==> config.mk <==
export PLATFORM = sky130hd
export DESIGN_NAME = fft_host_link
export DESIGN_NICKNAME = d
export VERILOG_FILES = /design/src/rtl/fft_host_link.sv
export SDC_FILE = /design/constraint.sdc
export NUM_CORES = 1
export LEC_CHECK = 0
export CAP_MARGIN = 20
export CORE_ASPECT_RATIO = 1.1
export CORE_MARGIN = 4
export CORE_UTILIZATION = 52
export DETAILED_ROUTE_END_ITERATION = 10
export PLACE_DENSITY = 0.92
export SLEW_MARGIN = 20
export SYNTH_ARGS = -nofsm -noshare
export SYNTH_HDL_FRONTEND = slang
export SYNTH_SLANG_ARGS = --single-unit
==> constraint.sdc <==
create_clock -name clk -period 4 [get_ports clk]
set_input_delay 1.2 -clock clk [delete_from_list [all_inputs] [get_ports clk]]
set_output_delay 1.2 -clock clk [all_outputs]
set_load 0.05 [all_outputs]
==> src/rtl/fft_host_link.sv <==
// rtl/fft_host_link.sv - host-side sequencer driving the 4-point FFT engine pin interface
//
// Purpose: accepts four sample bytes on a valid/ready stream and replays each one as a
// timed load strobe on the engine's data bus. It then waits for the engine to settle
// and reads back the four packed result bytes with read strobes. Each result is
// unpacked into scaled real/imag values on an output valid/ready stream.
//
// Ports:
//   clk, rst            clock, asynchronous active-high reset
//   s_valid/s_ready     sample byte handshake, s_data forwarded to eng_dout
//   m_valid/m_ready     result handshake, m_index bin 0..3, m_real/m_imag = {nibble,4'h0}
//   eng_load, eng_read  load / read strobes to the engine (never high together)
//   eng_dout            sample byte to the engine
//   eng_din             packed result from the engine: [7:4] real, [3:0] imag
//   eng_oe              engine output-enable bus
//   busy                high in every state except IDLE
//   err                 (only with FFT_HOST_OECHK_EN) sticky: engine did not drive its bus
//                       during a read strobe
//
// Optional feature macro: FFT_HOST_OECHK_EN
module fft_host_link #(
    parameter int STROBE_CYC = 2,
    parameter int SETTLE_CYC = 4
) (
    input  logic       clk,
    input  logic       rst,
    input  logic       s_valid,
    output logic       s_ready,
    input  logic [7:0] s_data,
    output logic       m_valid,
    input  logic       m_ready,
    output logic [1:0] m_index,
    output logic [7:0] m_real,
    output logic [7:0] m_imag,
    output logic       eng_load,
    output logic       eng_read,
    output logic [7:0] eng_dout,
    input  logic [7:0] eng_din,
    input  logic [7:0] eng_oe,
    output logic       busy
`ifdef FFT_HOST_OECHK_EN
    ,
    output logic       err
`endif
);

    typedef enum logic [3:0] {
        ST_IDLE,
        ST_SETUP,
        ST_LOAD_HI,
        ST_LOAD_LO,
        ST_SETTLE,
        ST_CAPTURE,
        ST_PRESENT,
        ST_READ_HI,
        ST_READ_LO
    } state_t;

    // Wide enough for 2*STROBE_CYC at the largest legal strobe length.
    localparam logic [4:0] STROBE_LAST = 5'(STROBE_CYC - 1);
    localparam logic [4:0] SETTLE_LAST = 5'(SETTLE_CYC - 1);

    state_t      state_q;
    logic [4:0]  cnt_q;
    logic [2:0]  samp_q;
    logic [1:0]  k_q;
    logic        s_ready_q;
    logic        m_valid_q;
    logic [1:0]  m_index_q;
    logic [7:0]  m_real_q;
    logic [7:0]  m_imag_q;
    logic        eng_load_q;
    logic        eng_read_q;
    logic [7:0]  eng_dout_q;
    logic        accept_d;

    assign accept_d = s_valid && s_ready_q;

`ifdef FFT_HOST_OECHK_EN
    logic seen_q;
    logic err_q;
    logic oe_full_d;

    assign oe_full_d = (eng_oe == 8'hFF);
    assign err       = err_q;
`else
    logic unused_eng_oe;

    assign unused_eng_oe = ^eng_oe;
`endif

    always_ff @(posedge clk or posedge rst) begin
        if (rst) begin
            state_q    <= ST_IDLE;
            cnt_q      <= '0;
            samp_q     <= '0;
            k_q        <= '0;
            s_ready_q  <= 1'b0;
            m_valid_q  <= 1'b0;
            m_index_q  <= '0;
            m_real_q   <= '0;
            m_imag_q   <= '0;
            eng_load_q <= 1'b0;
            eng_read_q <= 1'b0;
            eng_dout_q <= '0;
`ifdef FFT_HOST_OECHK_EN
            seen_q     <= 1'b0;
            err_q      <= 1'b0;
`endif
        end else begin
            case (state_q)
                ST_IDLE: begin
                    if (accept_d) begin
                        eng_dout_q <= s_data;
                        s_ready_q  <= 1'b0;
                        state_q    <= ST_SETUP;
                    end else begin
                        s_ready_q  <= 1'b1;
                    end
                end
                ST_SETUP: begin
                    eng_load_q <= 1'b1;
                    cnt_q      <= '0;
                    state_q    <= ST_LOAD_HI;
                end
                ST_LOAD_HI: begin
                    if (cnt_q == STROBE_LAST) begin
                        eng_load_q <= 1'b0;
                        cnt_q      <= '0;
                        samp_q     <= samp_q + 3'd1;
                        // A one-cycle low gap is already its final cycle.
                        s_ready_q  <= (STROBE_CYC == 1) && (samp_q + 3'd1 < 3'd4);
                        state_q    <= ST_LOAD_LO;
                    end else begin
                        cnt_q <= cnt_q + 5'd1;
                    end
                end
                ST_LOAD_LO: begin
                    if (cnt_q != STROBE_LAST) begin
                        cnt_q <= cnt_q + 5'd1;
                        // Open the accept window exactly when the final cycle starts.
                        if (cnt_q + 5'd1 == STROBE_LAST && samp_q < 3'd4) begin
                            s_ready_q <= 1'b1;
                        end
                    end else if (samp_q == 3'd4) begin
                        cnt_q   <= '0;
                        state_q <= ST_SETTLE;
                    end else if (accept_d) begin
                        // Final cycle stretches until the next byte arrives.
                        eng_dout_q <= s_data;
                        s_ready_q  <= 1'b0;
                        state_q    <= ST_SETUP;
                    end
                end
                ST_SETTLE: begin
                    if (cnt_q == SETTLE_LAST) begin
                        k_q     <= '0;
                        state_q <= ST_CAPTURE;
                    end else begin
                        cnt_q <= cnt_q + 5'd1;
                    end
                end
                ST_CAPTURE: begin
                    m_real_q  <= {eng_din[7:4], 4'h0};
                    m_imag_q  <= {eng_din[3:0], 4'h0};
                    m_index_q <= k_q;
                    m_valid_q <= 1'b1;
                    state_q   <= ST_PRESENT;
                end
                ST_PRESENT: begin
                    if (m_ready) begin
                        m_valid_q  <= 1'b0;
                        eng_read_q <= 1'b1;
                        cnt_q      <= '0;
                        state_q    <= ST_READ_HI;
`ifdef FFT_HOST_OECHK_EN
                        seen_q     <= 1'b0;
`endif
                    end
                end
                ST_READ_HI: begin
`ifdef FFT_HOST_OECHK_EN
                    seen_q <= seen_q | oe_full_d;
`endif
                    if (cnt_q == STROBE_LAST) begin
                        eng_read_q <= 1'b0;
                        cnt_q      <= '0;
                        state_q    <= ST_READ_LO;
`ifdef FFT_HOST_OECHK_EN
                        // Include the last high cycle, which seen_q has not absorbed yet.
                        if (!(seen_q || oe_full_d)) begin
                            err_q <= 1'b1;
                        end
`endif
                    end else begin
                        cnt_q <= cnt_q + 5'd1;
                    end
                end
                ST_READ_LO: begin
                    if (cnt_q == STROBE_LAST) begin
                        cnt_q <= '0;
                        if (k_q == 2'd3) begin
                            samp_q    <= '0;
                            s_ready_q <= 1'b1;
                            state_q   <= ST_IDLE;
                        end else begin
                            k_q     <= k_q + 2'd1;
                            state_q <= ST_CAPTURE;
                        end
                    end else begin
                        cnt_q <= cnt_q + 5'd1;
                    end
                end
                default: state_q <= ST_IDLE;
            endcase
        end
    end

    assign s_ready  = s_ready_q;
    assign m_valid  = m_valid_q;
    assign m_index  = m_index_q;
    assign m_real   = m_real_q;
    assign m_imag   = m_imag_q;
    assign eng_load = eng_load_q;
    assign eng_read = eng_read_q;
    assign eng_dout = eng_dout_q;
    assign busy     = (state_q != ST_IDLE);

endmodule

==> results.tsv, run 1 <==
metric	value	unit
status	completed	
antenna_cells	0	
synth-simple-area-share	0.181	
startpoint_type	register	
htreeDepth	2	
slew_violations	0	
vdd_drop_max	530	µV
clock-sinks	36	
gp_congestion	0.853	
cp_data_required_time	2.80	ns
nets	285	
num_vias	1816	
overflow	0	
setup-violations-final	0	
hold_start	eng_dout[3]	
dp_hpwl	3.74	mm
path_clk_slew	0.07	ns
row_count	24	
grt_max_degree	25	
antenna_found_initial	0	
arrival	2.05	ns
cts_tree	built	
floorplan.initialDensity	0.545	
synth_edf_count	0	
dr.pass1.iters	5	
async_reset_ff_frac	1.00	
io_pins	59	
yosys-top-cells-count	dfrtp_1 (36), mux2_2 (19), nand2_1 (16), o21ai_0 (16), nor2_1 (11)	
yosysWarnings	0	
p_sw	1090	µW
avgSynthCellArea	10.3	µm²
syn_to_final_growth	22.0	%
min_path_cells	1	
period_needed	3.25	ns
synth_xor_area_frac	0.00805	
synthCells	212	
netlist_area	2180	µm²
via_per_inst	5.97	
tightestPinTransition	0.735	ns
slew_headroom	0.509	
min_path_type	reg -> reg	
clock_skew	0.00329	ns
regToRegSetupSlack	1.62	ns
path_cells	nor2_1, nand2_1, clkdlybuf4s50_1	
cts-hold-fix-buffers	0	
grt_pass1_vias	1731	
cts_buffers	5	
worstRegToRegCells	6	
drive_gt1_frac	0.175	
switching_share	0.475	
synth_top_family_by_area	simple AND/OR/NAND/NOR gates	
pwr-share-comb	0.584	
grt_first_pass_wirelength	8.18	mm
critPathMaxStageDelay	0.80	ns
netlist.area_leader.share	0.414	
power.leakage	0.00113	µW
final_antenna_net_count	0	
synth-seq-cells	36	
clock_path_buffers	2	
worstSetupEndpointType	output pin	
hold_viol_final	0	
fin_setup_tns	0	ns
fmax	0.308	GHz
io_buffer_count	42	
cap_violations	0	
synth.most_common_cell	dfrtp_1	
synth_compound_area_frac	0.162	
synth_top_flop_cell	dfrtp_1	
synthTopCellsByArea	dfrtp_1 (41%), mux2_2 (9.8%), o21ai_0 (3.7%)	
yosys.area_share.adder	0.0345	
power_density	865	nW/µm²
insertion_delay	0.29	ns
criticalPathCategory	reg -> out	
die_x	69.7	µm
core	3990	µm²
fin_crit_sh	0.812	
min_to	eng_dout[3]	
pwr-share-seq	0.277	
die_y	75.8	µm
postCtsSetupRepairBufs	0	
power	2300	µW
wl	5.13	mm
gr-usage-all-layers	0.197	
synth_top_area_cell	dfrtp_1	
die_area	5280	µm²
ys_seq_area_frac	0.414	
root_buffer	clkbuf_8	
drtIter0Drc	165	
crit_fanout	20	
wire_per_inst	16.9	µm
cp_slowest_cell	clkdlybuf4s50_1	
synthMuxAreaShare	0.108	
rr_endpoint	cnt_q[2]	
timing.rr.start	cnt_q[1]	
cts_resized	0	
drc	0	
synth.distinct_cells	57	
rsz0062_at_grt	false	
pwr-share-clk	0.139	
power.internal	1210	µW
placed cells by master (no fill, tap or decap), drive strengths merged, types with 2 or more instances in the layout:
cell / instances
clkdlybuf4s50: 42
dfrtp: 36
mux2: 19
o21ai: 17
nand2: 17
nor2: 11
a21oi: 10
inv: 8
conb: 8
nand3: 6
ha: 6
clkbuf: 6
nand2b: 5
buf: 4
nor4b: 4
and3: 3
a31oi: 3
nor3: 3
a21o: 3
o21a: 2
or2b: 2
mux2i: 2
or2: 2
o32ai: 2
nand3b: 2
o2bb2ai: 2
xnor2: 2
or4b: 2
a211oi: 2
a22oi: 2
area by class of cell:
class / count / area, µm²
Tap cell: 52 / 65.1
Inverter: 8 / 30.0
Clock buffer: 6 / 72.6
Clock inverter: 2 / 35.0
Sequential cell: 36 / 901
Multi-Input combinational cell: 154 / 1100
Fill cell: 265 / 1340
Timing Repair Buffer: 46 / 450
state kept, by name, indices dropped and copies added, names as in the netlist:
name and count:
cnt_q 5, eng_dout 8, eng_load 1, eng_read 1, k_q 2, m_imag 4
m_index 2, m_real 4, m_valid 1, s_ready 1, samp_q 3, state_q 4
worst max-delay path by stage:
stage,cells after the start,endpoint,start
2_1_floorplan,4,busy,state_q[2]
3_3_place_gp,3,busy,state_q[2]
3_5_place_dp,3,busy,state_q[2]
4_1_cts,3,busy,state_q[2]
5_1_grt,3,busy,state_q[2]
6_report,3,busy,state_q[2]
power groups by stage:
stage | combinational (µW) | sequential (µW) | clock (µW)
finish | 1340 | 635 | 319
CTS | 1340 | 633 | 320
floorplan | 706 | 915 | 0
global placement | 1290 | 620 | 0
global route | 1430 | 655 | 340
detailed placement | 1330 | 636 | 0
metal layers:
metal	vias to the layer above	part of all wire	global-route usage
met2	99	0.52	0.357
met1	870	0.37	0.225
li1	827	-	-
met3	20	0.076	0.0580
met4	0	0.024	0.0723
met5	-	0	0
kinds of logic (layout without fill, tap and decap cells):
| group | Yosys count | after routing |
|---|---|---|
| AND/OR/NAND/NOR | 65 | 65 |
| AO/OA/AOI/OAI | 52 | 52 |
| flip-flops | 36 | 36 |
| buffers and inverters | 29 | 62 |
| multiplexers | 21 | 21 |
| adder cells (fa/ha/maj) | 6 | 6 |
| XOR/XNOR | 2 | 2 |
| other | 1 | 8 |
worst max-delay path, delay by kind of cell (launching register included):
| family | cells | cell delay, ns |
|---|---|---|
| buffers and inverters | 1 | 0.80 |
| AND/OR/NAND/NOR | 2 | 0.26 |
| flip-flops | 1 | 0.70 |
metrics by stage:
| step | cells | instance area (µm²) | worst slack, ns | hold WS (ns) | utilization |
|---|---|---|---|---|---|
| 5_1_grt | 304 | 2660 | 0.682 | 0.526 | 0.665 |
| 3_3_place_gp | 296 | 2550 | 1.12 | 0.488 | 0.638 |
| 4_1_cts | 304 | 2660 | 0.786 | 0.511 | 0.665 |
| 3_5_place_dp | 296 | 2550 | 1.10 | 0.495 | 0.638 |
| 6_report | 304 | 2660 | 0.751 | 0.505 | 0.665 |
| 2_1_floorplan | 219 | 2200 | 1.65 | 0.475 | - |
No activity file was read; power rests on OpenSTA's default activity.
==> run 2: changes to the inputs <==
--- a/config.mk
+++ b/config.mk
@@ -8,9 +8,9 @@
 export CAP_MARGIN = 20
 export CORE_ASPECT_RATIO = 1.1
 export CORE_MARGIN = 4
-export CORE_UTILIZATION = 52
+export CORE_UTILIZATION = 48
 export DETAILED_ROUTE_END_ITERATION = 10
-export PLACE_DENSITY = 0.92
+export PLACE_DENSITY = 0.87
 export SLEW_MARGIN = 20
 export SYNTH_ARGS = -nofsm -noshare
 export SYNTH_HDL_FRONTEND = slang
==> constraint.sdc (replaced) <==
create_clock -name clk -period 3.1 [get_ports clk]
set_input_delay 0.93 -clock clk [delete_from_list [all_inputs] [get_ports clk]]
set_output_delay 0.93 -clock clk [all_outputs]
set_load 0.05 [all_outputs]
==> run 2 against run 1 <==
- flip-flop and latch count unchanged
- count of clock-buffer cells in the layout decreased by 1
- worst setup slack got worse by 0.24 ns
- non-clock buffer count increased by 1
- final cell count increased by 0.99%
- critical endpoint unchanged
- highest routed layer unchanged
==> results.tsv, run 2 (same netlist as run 1, synthesis figures left out) <==
metric	value	unit	change
status	completed		
multi_input_area	1100	µm²	unchanged
drive_gt1_frac	0.182		+0.00722
antenna_cells	0		unchanged
cp_num_buf_inv	1		unchanged
hold_viol_final	0		unchanged
postCtsSetupRepairBufs	0		unchanged
fin_crit_sh	0.837		
largest_register_ffs	8		unchanged
power_density	1150	nW/µm²	+33%
crit_fanout	3		-85%
final_antenna_net_count	0		unchanged
rsz0062_at_grt	false		
via_per_inst	5.68		-4.8%
final_cells	307		+0.99%
regToRegSetupSlack	0.76	ns	-0.86 ns
nFillCells	314		+18%
vdd_drop_max	701	µV	+32%
drc	0		unchanged
grt_first_pass_wirelength	8.47	mm	+3.5%
fmax	0.386	GHz	
clock-sinks	36		unchanged
num_vias	1745		-3.9%
tightestPinTransition	0.706	ns	-0.0292 ns
dpl.cell_count	299		+1.0%
die_x	72.2	µm	+3.6%
floorplan.initialDensity	0.500		-0.0444
busiest_layer	met2		
grt_max_degree	24		-4.0%
wl	4.96	mm	-3.4%
startpoint_type	register		
htreeDepth	2		unchanged
cpLargestDelayFamily	buffers and inverters		
cts-hold-fix-buffers	0		unchanged
final_common_cell	clkdlybuf4s50_1		
grtUsageMet1	0.210		-0.0149
slew_headroom	0.529		+0.0195
min_to	m_imag[6]		
placed_cell_area	2570	µm²	+0.88%
clock_path_buffers	2		unchanged
io_pins	59		unchanged
rr_endpoint	cnt_q[4]		
io_buffer_count	42		unchanged
cp_slowest_cell	clkdlybuf4s50_1		
grt_pass1_vias	1807		+4.4%
arrival	1.66	ns	-0.39 ns
antenna_found_initial	0		unchanged
critPathMaxStageDelay	0.71	ns	-0.09 ns
syn_to_final_growth	25.4	%	
cap_violations	0		unchanged
wire_per_inst	16.2	µm	-4.3%
hold_start	m_imag[6]		
period_needed	2.59	ns	
die_area	5680	µm²	+7.4%
min_path_type	reg -> reg		
fin_area	2730	µm²	+2.8%
cts_resized	0		unchanged
setup-violations-final	0		unchanged
dr.pass1.iters	4		-1
use_met3	0.0615		+0.00341
path_cells	nor2_1, nand2_1, clkdlybuf4s50_1		
cp_data_required_time	2.17	ns	-0.63 ns
root_buffer	clkbuf_8		
drtIter0Drc	108		-35%
fin_setup_tns	0	ns	unchanged
gr-usage-all-layers	0.187		-0.00982
min_path_cells	1		unchanged
slew_violations	0		unchanged
gp_congestion	0.885		+3.7%
insertion_delay	0.29	ns	about the same
overflow	0		unchanged
cts_buffers	5		unchanged
core	4350	µm²	+8.9%
die_y	78.6	µm	+3.7%
path_clk_slew	0.07	ns	about the same
worstRegToRegCells	7		+1
clock_skew	0.0110	ns	+0.00766 ns
power.leakage	0.00117	µW	+2.9%
final_util	0.628		-0.0372
seq_area	901	µm²	unchanged
mostFrequentLayoutCells	clkdlybuf4s50_1 (42), dfrtp_1 (36), mux2_2 (19), o21ai_0 (16), nand2_1 (16)		
timing.rr.start	cnt_q[1]		
met2_usage	0.331		-0.0264
row_count	25		+4.2%
dp_hpwl	3.44	mm	-7.9%
worstSetupEndpointType	output pin		
criticalPathCategory	reg -> out		
cts_tree	built		
nets	286		+0.35%
## run 2: cell count changes in the layout (fill, tap and decap cells not counted), sizes merged
| cell | before | now |
|---|---|---|
| bufinv | 1 | 3 |
| buf | 4 | 5 |
| clkbuf | 6 | 5 |
| clkinv | 1 | 0 |
## run 2: how the worst max path moves through the flow
stage	cells after the start	endpoint	start	slack [ns]
6_report	3	busy	state_q[1]	0.51
5_1_grt	3	busy	state_q[1]	0.43
4_1_cts	3	busy	state_q[1]	0.50
3_5_place_dp	4	eng_dout[6]	s_valid	0.58
3_3_place_gp	4	eng_dout[7]	s_valid	0.58
2_1_floorplan	4	busy	state_q[2]	1.02
## run 2: metrics by stage
stage               setup WS, ns  hold slack, ns  power (µW)
floorplan                   1.02           0.475        2090
global placement           0.583           0.489        2480
detailed placement         0.578           0.496        2530
CTS                        0.499           0.513        3130
global route               0.429           0.526        3310
finish                     0.507           0.512        3130
## run 2: area by class of cell
cell class	count	area share
Multi-Input combinational cell	154	0.403
Sequential cell	36	0.330
Inverter	8	0.0110
Clock inverter	3	0.0330
Tap cell	54	0.0248
Clock buffer	5	0.0252
Timing Repair Buffer	47	0.172
## run 2: where the power goes
part	internal (µW)	leakage (µW)	switching, µW
combinational	671	0.000624	1090
sequential	654	0.000465	134
clock	402	0.0000784	172
## run 2: routing by layer
layer,routed length (µm),vias to the layer above
met4,108,0
met5,0,-
met1,1870,833
met3,396,12
li1,-,824
met2,2580,76
==> run 3: changes to the inputs <==
--- a/config.mk
+++ b/config.mk
@@ -8,9 +8,9 @@
 export CAP_MARGIN = 20
 export CORE_ASPECT_RATIO = 1.1
 export CORE_MARGIN = 4
-export CORE_UTILIZATION = 48
+export CORE_UTILIZATION = 44
 export DETAILED_ROUTE_END_ITERATION = 10
-export PLACE_DENSITY = 0.87
+export PLACE_DENSITY = 0.84
 export SLEW_MARGIN = 20
 export SYNTH_ARGS = -nofsm -noshare
 export SYNTH_HDL_FRONTEND = slang
==> constraint.sdc (replaced) <==
create_clock -name clk -period 2.3 [get_ports clk]
set_input_delay 0.69 -clock clk [delete_from_list [all_inputs] [get_ports clk]]
set_output_delay 0.69 -clock clk [all_outputs]
set_load 0.05 [all_outputs]
==> run 3 against run 2 <==
- routed wire length is 1.6% lower
- global-route usage decreased by 1.6 points
- sequential share of layout area is essentially flat
- die area up 8.1%
- first-iteration DRC count is 31% lower
- critical endpoint is now eng_load
- largest cell class unchanged
- highest routed layer unchanged
==> results.tsv, run 3 (same netlist as run 1, synthesis figures left out) <==
metric	value	unit	change
startpoint_type	register		
fin_setup_tns	0	ns	unchanged
cts_tree	built		
cts-hold-fix-buffers	0		unchanged
status	completed		
whs	0.507	ns	-0.00507 ns
slew_headroom	0.565		+0.0357
antenna_found_initial	0		unchanged
root_buffer	clkbuf_8		
power_density	1450	nW/µm²	+27%
criticalPathCategory	reg -> out		
overflow	0		unchanged
rr_endpoint	eng_dout[3]		
cts_resized	0		unchanged
drc	0		unchanged
largest_register_ffs	8		unchanged
floorplan.initialDensity	0.461		-0.0392
crit_fanout	3		unchanged
drive_gt1_frac	0.211		+0.0289
die_x	75.1	µm	+4.0%
drtIter0Drc	74		-31%
tightestPinTransition	0.646	ns	-0.0596 ns
die_area	6140	µm²	+8.1%
slew_violations	0		unchanged
path_cells	clkdlybuf4s50_1		
cpLargestDelayFamily	buffers and inverters		
syn_to_final_growth	25.2	%	
final_common_cell	clkdlybuf4s50_1		
dp_hpwl	3.50	mm	+1.7%
dr.pass1.iters	4		unchanged
cts_buffers	5		unchanged
fin_crit_sh	0.942		
setup-violations-final	0		unchanged
gr-usage-all-layers	0.171		-0.0162
clock-sinks	36		unchanged
insertion_delay	0.29	ns	about the same
cp_slowest_cell	clkdlybuf4s50_1		
gp_congestion	0.899		+1.6%
timing.rr.start	state_q[1]		
num_vias	1799		+3.1%
path_clk_slew	0.07	ns	about the same
core	4720	µm²	+8.5%
grt_pass1_vias	1794		-0.72%
arrival	1.48	ns	-0.18 ns
period_needed	2.17	ns	
io_pins	59		unchanged
fmax	0.462	GHz	
worstSetupEndpointType	output pin		
grt_first_pass_wirelength	8.07	mm	-4.6%
wire_per_inst	15.4	µm	-4.7%
grt_max_degree	37		+54%
postCtsSetupRepairBufs	0		unchanged
final_antenna_net_count	0		unchanged
antenna_cells	0		unchanged
power.leakage	0.00118	µW	+1.1%
hold_viol_final	0		unchanged
clock_skew	0.00449	ns	-0.00647 ns
nets	295		+3.1%
htreeDepth	2		unchanged
crit_start	eng_load		
cp-endpoint	eng_load		
row_count	26		+4.0%
clock_path_buffers	2		unchanged
worstRegToRegCells	6		-1
cap_violations	0		unchanged
min_path_type	reg -> reg		
cp_num_buf_inv	1		unchanged
cp_data_required_time	1.61	ns	-0.56 ns
rsz0062_at_grt	false		
critPathMaxStageDelay	0.81	ns	+0.10 ns
regToRegSetupSlack	0.14	ns	-0.62 ns
io_buffer_count	42		unchanged
vdd_drop_max	1010	µV	+44%
wl	4.88	mm	-1.6%
cp.depth	1		-2
die_y	81.8	µm	+4.0%
mostFrequentLayoutCells	clkdlybuf4s50_1 (40), dfrtp_1 (36), mux2_2 (19), o21ai_0 (16), nand2_1 (16)		
via_per_inst	5.68		-0.16%
[run 3: cell type report]
| class | instances | area [µm²] |
|---|---|---|
| fillers | 385 | 1990 |
| repair buffers | 56 | 546 |
| clock inverters | 1 | 5.00 |
| multi-input cells | 154 | 1100 |
| flip-flops and latches | 36 | 901 |
| inverters | 8 | 30.0 |
| well taps | 56 | 70.1 |
| clock buffers | 6 | 72.6 |
[run 3: worst min path at each step]
stage / startpoint / to / slack, ns / cells past startpoint
after floorplan: samp_q[1] / samp_q[1] / 0.48 / 2
after global placement: m_real[6] / m_real[6] / 0.49 / 1
after detailed placement: m_imag[6] / m_imag[6] / 0.50 / 1
after CTS: m_imag[6] / m_imag[6] / 0.51 / 1
after global routing: m_imag[6] / m_imag[6] / 0.52 / 1
final: m_imag[6] / m_imag[6] / 0.51 / 1
[run 3: metal layers]
metal  vias up  part of all wire  GRT usage
met5         -                 0          0
met4         0             0.035     0.0819
met3        15             0.050     0.0343
met2        64              0.51      0.296
met1       875              0.40      0.199
li1        845                 -          -
[run 3: stage by stage]
step,cells,setup WS (ns),total power [µW],utilization,area (µm²)
6_report,317,0.134,3970,0.578,2730
5_1_grt,317,0.0164,4220,0.578,2730
4_1_cts,317,0.127,3970,0.578,2730
3_5_place_dp,310,0.128,3530,0.561,2650
3_3_place_gp,310,0.140,3460,0.561,2650
2_1_floorplan,219,0.344,2820,-,2200
[run 3: report_power, final]
part / internal (µW) / total [µW] / switching, µW / leakage, µW
Combinational: 994 / 2420 / 1430 / 0.000674
Clock: 206 / 426 / 220 / 0.0000410
Sequential: 881 / 1120 / 238 / 0.000465
Total: 2080 / 3970 / 1880 / 0.00118
